**src/rtl/vga_pkg.sv**
```systemverilog
// rtl/vga_pkg.sv - VGA timing presets and counter-width helper
package vga_pkg;

    // 640x480 @ 60 Hz from a 50 MHz board clock (25 MHz pixel rate)
    localparam int VGA640_CLK_DIV      = 2;
    localparam int VGA640_H_RES        = 640;
    localparam int VGA640_H_SYNC_START = 656;
    localparam int VGA640_H_SYNC_END   = 752;
    localparam int VGA640_H_TOTAL      = 800;
    localparam int VGA640_V_RES        = 480;
    localparam int VGA640_V_SYNC_START = 490;
    localparam int VGA640_V_SYNC_END   = 492;
    localparam int VGA640_V_TOTAL      = 525;
    localparam bit VGA640_H_POL        = 1'b0;
    localparam bit VGA640_V_POL        = 1'b0;

    // 800x600 @ 72 Hz, pixel rate equal to the 50 MHz board clock
    localparam int VGA800_CLK_DIV      = 1;
    localparam int VGA800_H_RES        = 800;
    localparam int VGA800_H_SYNC_START = 856;
    localparam int VGA800_H_SYNC_END   = 976;
    localparam int VGA800_H_TOTAL      = 1040;
    localparam int VGA800_V_RES        = 600;
    localparam int VGA800_V_SYNC_START = 637;
    localparam int VGA800_V_SYNC_END   = 643;
    localparam int VGA800_V_TOTAL      = 666;
    localparam bit VGA800_H_POL        = 1'b1;
    localparam bit VGA800_V_POL        = 1'b1;

    // Smallest counter width able to hold 0..total-1
    function automatic int cnt_w_min(input int total);
        return (total <= 2) ? 1 : $clog2(total);
    endfunction

    localparam int VGA640_CNT_W_MIN = cnt_w_min(VGA640_H_TOTAL);
    localparam int VGA800_CNT_W_MIN = cnt_w_min(VGA800_H_TOTAL);

endpackage

```
**src/rtl/vga_axis_cnt.sv**
```systemverilog
// rtl/vga_axis_cnt.sv - one raster axis counter with sync/active decode of its next state
module vga_axis_cnt
    import vga_pkg::*;
#(
    parameter int RES        = 640,
    parameter int SYNC_START = 656,
    parameter int SYNC_END   = 752,
    parameter int TOTAL      = 800,
    parameter bit POL        = 1'b0,
    parameter int CNT_W      = 12
) (
    input  logic             i_clk,
    input  logic             i_rst_n,
    input  logic             i_inc,
    output logic [CNT_W-1:0] o_cnt,
    output logic             o_wrap,
    output logic             o_sync,
    output logic             o_active
);

    if (!(RES < SYNC_START && SYNC_START < SYNC_END && SYNC_END <= TOTAL)) begin : g_bad_order
        $error("vga_axis_cnt: need RES < SYNC_START < SYNC_END <= TOTAL");
    end
    if (CNT_W < cnt_w_min(TOTAL)) begin : g_bad_width
        $error("vga_axis_cnt: CNT_W too narrow for TOTAL");
    end

    // The last count sits at TOTAL-1, so the first increment after reset lands on 0
    localparam logic [CNT_W-1:0] LAST = CNT_W'(TOTAL - 1);

    // Decodes compare one bit wider so a SYNC_END equal to 2**CNT_W still works
    localparam logic [CNT_W:0] RES_W   = (CNT_W+1)'(RES);
    localparam logic [CNT_W:0] SSTRT_W = (CNT_W+1)'(SYNC_START);
    localparam logic [CNT_W:0] SEND_W  = (CNT_W+1)'(SYNC_END);

    logic [CNT_W-1:0] cnt_q;
    logic [CNT_W-1:0] cnt_d;
    logic [CNT_W:0]   cnt_ext;

    assign o_wrap = i_inc && (cnt_q == LAST);

    // Next count: hold, step, or wrap back to the first pixel/line
    always_comb begin
        cnt_d = cnt_q;
        if (i_inc) begin
            cnt_d = o_wrap ? '0 : cnt_q + 1'b1;
        end
    end

    // Count register; reset parks it on the final position
    always_ff @(posedge i_clk or negedge i_rst_n) begin
        if (!i_rst_n) begin
            cnt_q <= LAST;
        end else begin
            cnt_q <= cnt_d;
        end
    end

    // Decode from the next-state count so the parent can register with no added latency
    assign cnt_ext  = {1'b0, cnt_d};
    assign o_cnt    = cnt_d;
    assign o_active = cnt_ext < RES_W;
    assign o_sync   = (cnt_ext >= SSTRT_W && cnt_ext < SEND_W) ? POL : ~POL;

endmodule

```
**src/rtl/vga_timing_gen.sv**
```systemverilog
// rtl/vga_timing_gen.sv - VGA raster timing generator with pixel clock-enable
module vga_timing_gen
    import vga_pkg::*;
#(
    parameter int CLK_DIV      = VGA640_CLK_DIV,
    parameter int H_RES        = VGA640_H_RES,
    parameter int H_SYNC_START = VGA640_H_SYNC_START,
    parameter int H_SYNC_END   = VGA640_H_SYNC_END,
    parameter int H_TOTAL      = VGA640_H_TOTAL,
    parameter int V_RES        = VGA640_V_RES,
    parameter int V_SYNC_START = VGA640_V_SYNC_START,
    parameter int V_SYNC_END   = VGA640_V_SYNC_END,
    parameter int V_TOTAL      = VGA640_V_TOTAL,
    parameter bit H_POL        = VGA640_H_POL,
    parameter bit V_POL        = VGA640_V_POL,
    parameter int CNT_W        = 12
) (
    input  logic             i_clk,
    input  logic             i_rst_n,
    input  logic             i_en,
    output logic             o_pix_ce,
    output logic             o_hsync,
    output logic             o_vsync,
    output logic             o_de,
    output logic [CNT_W-1:0] o_x,
    output logic [CNT_W-1:0] o_y,
    output logic             o_line_start,
    output logic             o_frame_start
);

    if (CLK_DIV < 1) begin : g_bad_div
        $error("vga_timing_gen: CLK_DIV must be at least 1");
    end

    localparam int PW = (CLK_DIV > 1) ? $clog2(CLK_DIV) : 1;
    localparam logic [PW-1:0] PRESC_LAST = PW'(CLK_DIV - 1);

    logic [PW-1:0]    presc_q;
    logic [PW-1:0]    presc_d;
    logic             presc_wrap;
    logic             pix_inc;

    logic [CNT_W-1:0] h_cnt;
    logic [CNT_W-1:0] v_cnt;
    logic             h_wrap;
    logic             v_wrap;
    logic             h_sync;
    logic             v_sync;
    logic             h_active;
    logic             v_active;

    logic             pix_ce_q;
    logic             hsync_q;
    logic             vsync_q;
    logic             de_q;
    logic [CNT_W-1:0] x_q;
    logic [CNT_W-1:0] y_q;
    logic             line_start_q;
    logic             frame_start_q;

    // With CLK_DIV=1 the prescaler is pinned at 0 and wraps on every enabled cycle
    assign presc_wrap = (presc_q == PRESC_LAST);
    assign pix_inc    = i_en && presc_wrap;

    // Prescaler next state: advances only while enabled
    always_comb begin
        presc_d = presc_q;
        if (i_en) begin
            presc_d = presc_wrap ? '0 : presc_q + 1'b1;
        end
    end

    // Prescaler register
    always_ff @(posedge i_clk or negedge i_rst_n) begin
        if (!i_rst_n) begin
            presc_q <= '0;
        end else begin
            presc_q <= presc_d;
        end
    end

    vga_axis_cnt #(
        .RES        (H_RES),
        .SYNC_START (H_SYNC_START),
        .SYNC_END   (H_SYNC_END),
        .TOTAL      (H_TOTAL),
        .POL        (H_POL),
        .CNT_W      (CNT_W)
    ) u_h_cnt (
        .i_clk    (i_clk),
        .i_rst_n  (i_rst_n),
        .i_inc    (pix_inc),
        .o_cnt    (h_cnt),
        .o_wrap   (h_wrap),
        .o_sync   (h_sync),
        .o_active (h_active)
    );

    vga_axis_cnt #(
        .RES        (V_RES),
        .SYNC_START (V_SYNC_START),
        .SYNC_END   (V_SYNC_END),
        .TOTAL      (V_TOTAL),
        .POL        (V_POL),
        .CNT_W      (CNT_W)
    ) u_v_cnt (
        .i_clk    (i_clk),
        .i_rst_n  (i_rst_n),
        .i_inc    (h_wrap),
        .o_cnt    (v_cnt),
        .o_wrap   (v_wrap),
        .o_sync   (v_sync),
        .o_active (v_active)
    );

    // Output registers: strobes pulse on the advancing edge, levels load only when the raster moves
    always_ff @(posedge i_clk or negedge i_rst_n) begin
        if (!i_rst_n) begin
            pix_ce_q      <= 1'b0;
            line_start_q  <= 1'b0;
            frame_start_q <= 1'b0;
            hsync_q       <= ~H_POL;
            vsync_q       <= ~V_POL;
            de_q          <= 1'b0;
            x_q           <= '0;
            y_q           <= '0;
        end else begin
            pix_ce_q      <= pix_inc;
            line_start_q  <= h_wrap;
            frame_start_q <= h_wrap && v_wrap;
            if (pix_inc) begin
                hsync_q <= h_sync;
                vsync_q <= v_sync;
                de_q    <= h_active && v_active;
                x_q     <= h_cnt;
                y_q     <= v_cnt;
            end
        end
    end

    assign o_pix_ce      = pix_ce_q;
    assign o_hsync       = hsync_q;
    assign o_vsync       = vsync_q;
    assign o_de          = de_q;
    assign o_x           = x_q;
    assign o_y           = y_q;
    assign o_line_start  = line_start_q;
    assign o_frame_start = frame_start_q;

endmodule
```
**config.mk**
```make
export PLATFORM = sky130hd
export DESIGN_NAME = vga_timing_gen
export DESIGN_NICKNAME = d
export VERILOG_FILES = /design/src/rtl/vga_pkg.sv /design/src/rtl/vga_axis_cnt.sv /design/src/rtl/vga_timing_gen.sv
export SDC_FILE = /design/constraint.sdc
export NUM_CORES = 1
export LEC_CHECK = 0
export BUFFER_PORTS_ARGS = -buffer_cell sky130_fd_sc_hd__buf_2
export CORE_MARGIN = 10
export CORE_UTILIZATION = 52
export CTS_BUF_LIST = sky130_fd_sc_hd__clkbuf_16
export CTS_CLUSTER_DIAMETER = 60
export CTS_CLUSTER_SIZE = 8
export DETAILED_ROUTE_END_ITERATION = 16
export PLACE_DENSITY = 0.79
export SLEW_MARGIN = 20
export SYNTH_ARGS = -nofsm -noshare
export SYNTH_HDL_FRONTEND = slang
export SYNTH_HIERARCHICAL = 1
export SYNTH_SLANG_ARGS = --single-unit
```
**constraint.sdc**
```tcl
create_clock -name i_clk -period 3.44 [get_ports i_clk]
set_clock_uncertainty 0.1 [all_clocks]
set_input_delay 0.688 -clock i_clk [delete_from_list [all_inputs] [get_ports i_clk]]
set_output_delay 0.688 -clock i_clk [all_outputs]
set_load 0.005 [all_outputs]
```
==> out/results.ini <==
[clocking]
clkSlewWorstSetupHoldPaths_ns=0.06
max-clock-path-buffers=2
cts.htree.levels=2
tritoncts.num_buffers=5
ctsRootBufferMaster=sky130_fd_sc_hd__clkbuf_16
postCtsSetupRepairBufs=0
cts_resized=0
cts_tree=yes
worstSkewPairLatency_ns=0.29
numClockSinks=55
cts_hold_buffers=0

[sta]
rsz0062_at_grt=false
relSlewSlack_pct=55.91
setup-tns-final_ns=0
finalHoldViolCount=0
measured_slew_at_the_worst_slew_check_pin_ns=0.6614
setup-violations-final=0
fmax_mhz=313.2
period_share_pct=92.83
postLayoutSetupSlackWorst_ns=0.2467
maxSlewViolCount=0
final_period_minus_worst_setup_slack_ns=3.193

[die]
initial_utilization_pct=54.93
die-area_mm2=0.008864
die_h_um=94.15
placeable_area_mm2=0.005205
num_io_pins=33
row_count=26
die_w_um=94.15

[layout]
utilization_pct=60.79
num-fill-cells=430
insertedDiodeCount=0
layout.area.seq_mm2=0.001391
nNetsFinal=268
drive_above_1_share_pct=38.40
multi_input_comb_area_mm2=0.001343
area_growth_syn_to_layout_pct=10.68

[power_and_ir_drop]
power-per-cell-area_mw_per_mm2=515.9
cellLeakagePower_nw=1.420
worst_ir_drop_vdd_v=0.0004231

[detailed_routing]
detailroute.via_count=1844
drc_errors=0
drt_wl_total_mm=5.251
drtIter0Drc=144
final_antenna_net_count=0
vias_per_cell=5.538
detailedRoute.firstPassIterationCount=4
drt-wirelength-per-cell_um=15.77

[yosys]
synth.cell_area_mm2=0.002859
ys_dominant_reg_cell=sky130_fd_sc_hd__dfrtp_1
synthesis.nets=238
yosys_register_bits=55
syn_area_per_cell_um2=12.32
yosys_warnings=6
synth_enable_flop_cells=0
synth.lib_cells_used.distinct=63
synthesis.instances=232
async_flop_share_pct=100.0
yosysSeqAreaShare_pct=48.67

[global_routing]
grt_first_pass_wirelength_mm=9.301
via_count_of_the_first_global_routing_pass=1833
grtUsageTotal_pct=12.83
globalRoute.totalOverflow=0
antenna_found_initial=0
pin_count_of_the_biggest_net_entering_global_routing=56

[place]
dp_hpwl_mm=3.583
dpl_worst_slack_ns=0.2241
io_buffers=32
place.gp.congestion=0.8967

[min_path]
min-delay-start=o_x[2]$_DFFE_PN0P_
min_to=o_x[2]$_DFFE_PN0P_
hp-class=flip-flop to flip-flop
whs_path_depth=1

[critical_path]
arrival_ns=3.31
worst_r2r_path_depth=9
standard_cell_with_the_maximum_stage_delay_on_the_critical_path=sky130_fd_sc_hd__dfstp_2
worstSetupPathDepth=9
critPathCaptureType=flip-flop
largest_incremental_delay_on_the_critical_path_ns=0.62
cp_cell_sequence=nor4b_1 > nand4_1 > nor2_4 > nand3_1 > nor3_2 > mux2i_1 > o221ai_2 > or4_1 > mux2_2
r2r_end=o_vsync$_DFFE_PN1P_
worst_path_dominant_cell_family=simple AND/OR/NAND/NOR gates
start_kind=flip-flop
ff2ff_setup_slack_ns=0.25
critPathMaxFanout=11
crit_buf_inv=0
worst_r2r_startpoint=u_h_cnt/cnt_q[4]$_DFF_PN1_
cp.required_ns=3.55
timing.setup.critical_path_class=flip-flop to flip-flop

[outcome]
run_status=complete, no violations

[run]
max_cap_viol_count=0

final cells by class:
| cell class | instances | share of cell area (%) |
|---|---|---|
| Sequential cell | 55 | 43.97 |
| Multi-Input combinational cell | 159 | 42.43 |
| Timing Repair Buffer | 35 | 5.773 |
| Clock buffer | 5 | 3.954 |
| Tap cell | 70 | 2.768 |
| Inverter | 6 | 0.7117 |
| Clock inverter | 3 | 0.3954 |
kinds of logic after synthesis:
group,synth area share [%]
flops,48.67
mux,13.35
simple gates,18.29
fa+ha+maj,1.313
compound gates,6.784
xor+xnor,7.046
buf+inv,4.551
per-stage QoR:
step	cell area (um2)	total power, W	cells	hold slack [ns]
global placement	3027	0.001156	325	0.3809
floorplan	2867	0.001109	232	0.2924
finish	3164	0.001632	333	0.4027
CTS	3164	0.001643	333	0.4100
global route	3164	0.001716	333	0.4137
detailed placement	3027	0.001166	325	0.3853
worst max path at each step:
stage / to / startpoint
finish: o_vsync$_DFFE_PN1P_ / u_h_cnt/cnt_q[4]$_DFF_PN1_
global placement: o_vsync$_DFFE_PN1P_ / i_en
global route: o_vsync$_DFFE_PN1P_ / u_h_cnt/cnt_q[4]$_DFF_PN1_
floorplan: o_vsync$_DFFE_PN1P_ / i_en
CTS: o_vsync$_DFFE_PN1P_ / u_h_cnt/cnt_q[4]$_DFF_PN1_
detailed placement: o_vsync$_DFFE_PN1P_ / i_en
where the power goes:
part | switching (W) | internal (W) | total (W)
Combinational | 0.000175 | 0.000159 | 0.000334
Clock | 0.000213 | 0.000264 | 0.000476
Sequential | 0.0000794 | 0.000742 | 0.000822
Total | 0.000468 | 0.00116 | 0.00163
routing by layer:
| layer | global-route usage (%) | share of wire, % | vias to the layer above |
|---|---|---|---|
| li1 | - | - | 888 |
| met1 | 17.46 | 48 | 902 |
| met2 | 18.36 | 44 | 43 |
| met3 | 4.317 | 6.2 | 11 |
| met4 | 4.557 | 1.8 | 0 |
| met5 | 0 | 0 | - |
flip-flops by register name (all words and copies together) (netlist names), 12 cells and up:
register / count
u_h_cnt/cnt_q: 12
o_y: 12
o_x: 12
u_v_cnt/cnt_q: 12
synth_stat cells, types with 2 or more instances:
master                     count  area, um2
sky130_fd_sc_hd__dfrtp_1      43       1076
sky130_fd_sc_hd__mux2_4       18      270.3
sky130_fd_sc_hd__nand2_1      15      56.30
sky130_fd_sc_hd__xnor2_1      13      113.9
sky130_fd_sc_hd__dfstp_2      12      315.3
sky130_fd_sc_hd__nand4_1      12      75.07
sky130_fd_sc_hd__nor2_1       12      45.04
sky130_fd_sc_hd__xor2_1       10      87.58
sky130_fd_sc_hd__mux2_2        9      101.4
sky130_fd_sc_hd__buf_2         6      30.03
sky130_fd_sc_hd__inv_1         6      22.52
sky130_fd_sc_hd__o21ai_0       6      30.03
sky130_fd_sc_hd__nand3_1       5      25.02
sky130_fd_sc_hd__nor3_1        5      25.02
sky130_fd_sc_hd__ha_1          3      37.54
sky130_fd_sc_hd__or3_1         3      18.77
sky130_fd_sc_hd__a21oi_1       2      10.01
sky130_fd_sc_hd__buf_12        2      40.04
sky130_fd_sc_hd__buf_4         2      15.01
sky130_fd_sc_hd__buf_6         2      22.52
sky130_fd_sc_hd__nand2_2       2      12.51
sky130_fd_sc_hd__nor2_4        2      22.52
sky130_fd_sc_hd__o211ai_1      2      15.01
cells in the final DEF (no fill, tap or decap), types with 5 or more instances in the layout:
master and count:
sky130_fd_sc_hd__nand4_1 12, sky130_fd_sc_hd__xor2_1 10, sky130_fd_sc_hd__o21ai_0 6, sky130_fd_sc_hd__nand3_1 5
sky130_fd_sc_hd__dfrtp_1 43, sky130_fd_sc_hd__mux2_4 18, sky130_fd_sc_hd__nand2_1 15, sky130_fd_sc_hd__dfstp_2 12
sky130_fd_sc_hd__xnor2_1 13, sky130_fd_sc_hd__buf_2 32, sky130_fd_sc_hd__mux2_2 9, sky130_fd_sc_hd__nor2_1 12
sky130_fd_sc_hd__inv_1 8, sky130_fd_sc_hd__clkbuf_16 5
worst register-to-register path, stage by stage (launching register included):
cell and delay [ns]:
sky130_fd_sc_hd__dfstp_2 0.62, sky130_fd_sc_hd__nor4b_1 0.24, sky130_fd_sc_hd__nand4_1 0.22, sky130_fd_sc_hd__nor2_4 0.27
sky130_fd_sc_hd__nand3_1 0.17, sky130_fd_sc_hd__nor3_2 0.30, sky130_fd_sc_hd__mux2i_1 0.26, sky130_fd_sc_hd__o221ai_2 0.12
sky130_fd_sc_hd__or4_1 0.54, sky130_fd_sc_hd__mux2_2 0.28
No activity file was read; power rests on OpenSTA's default activity.
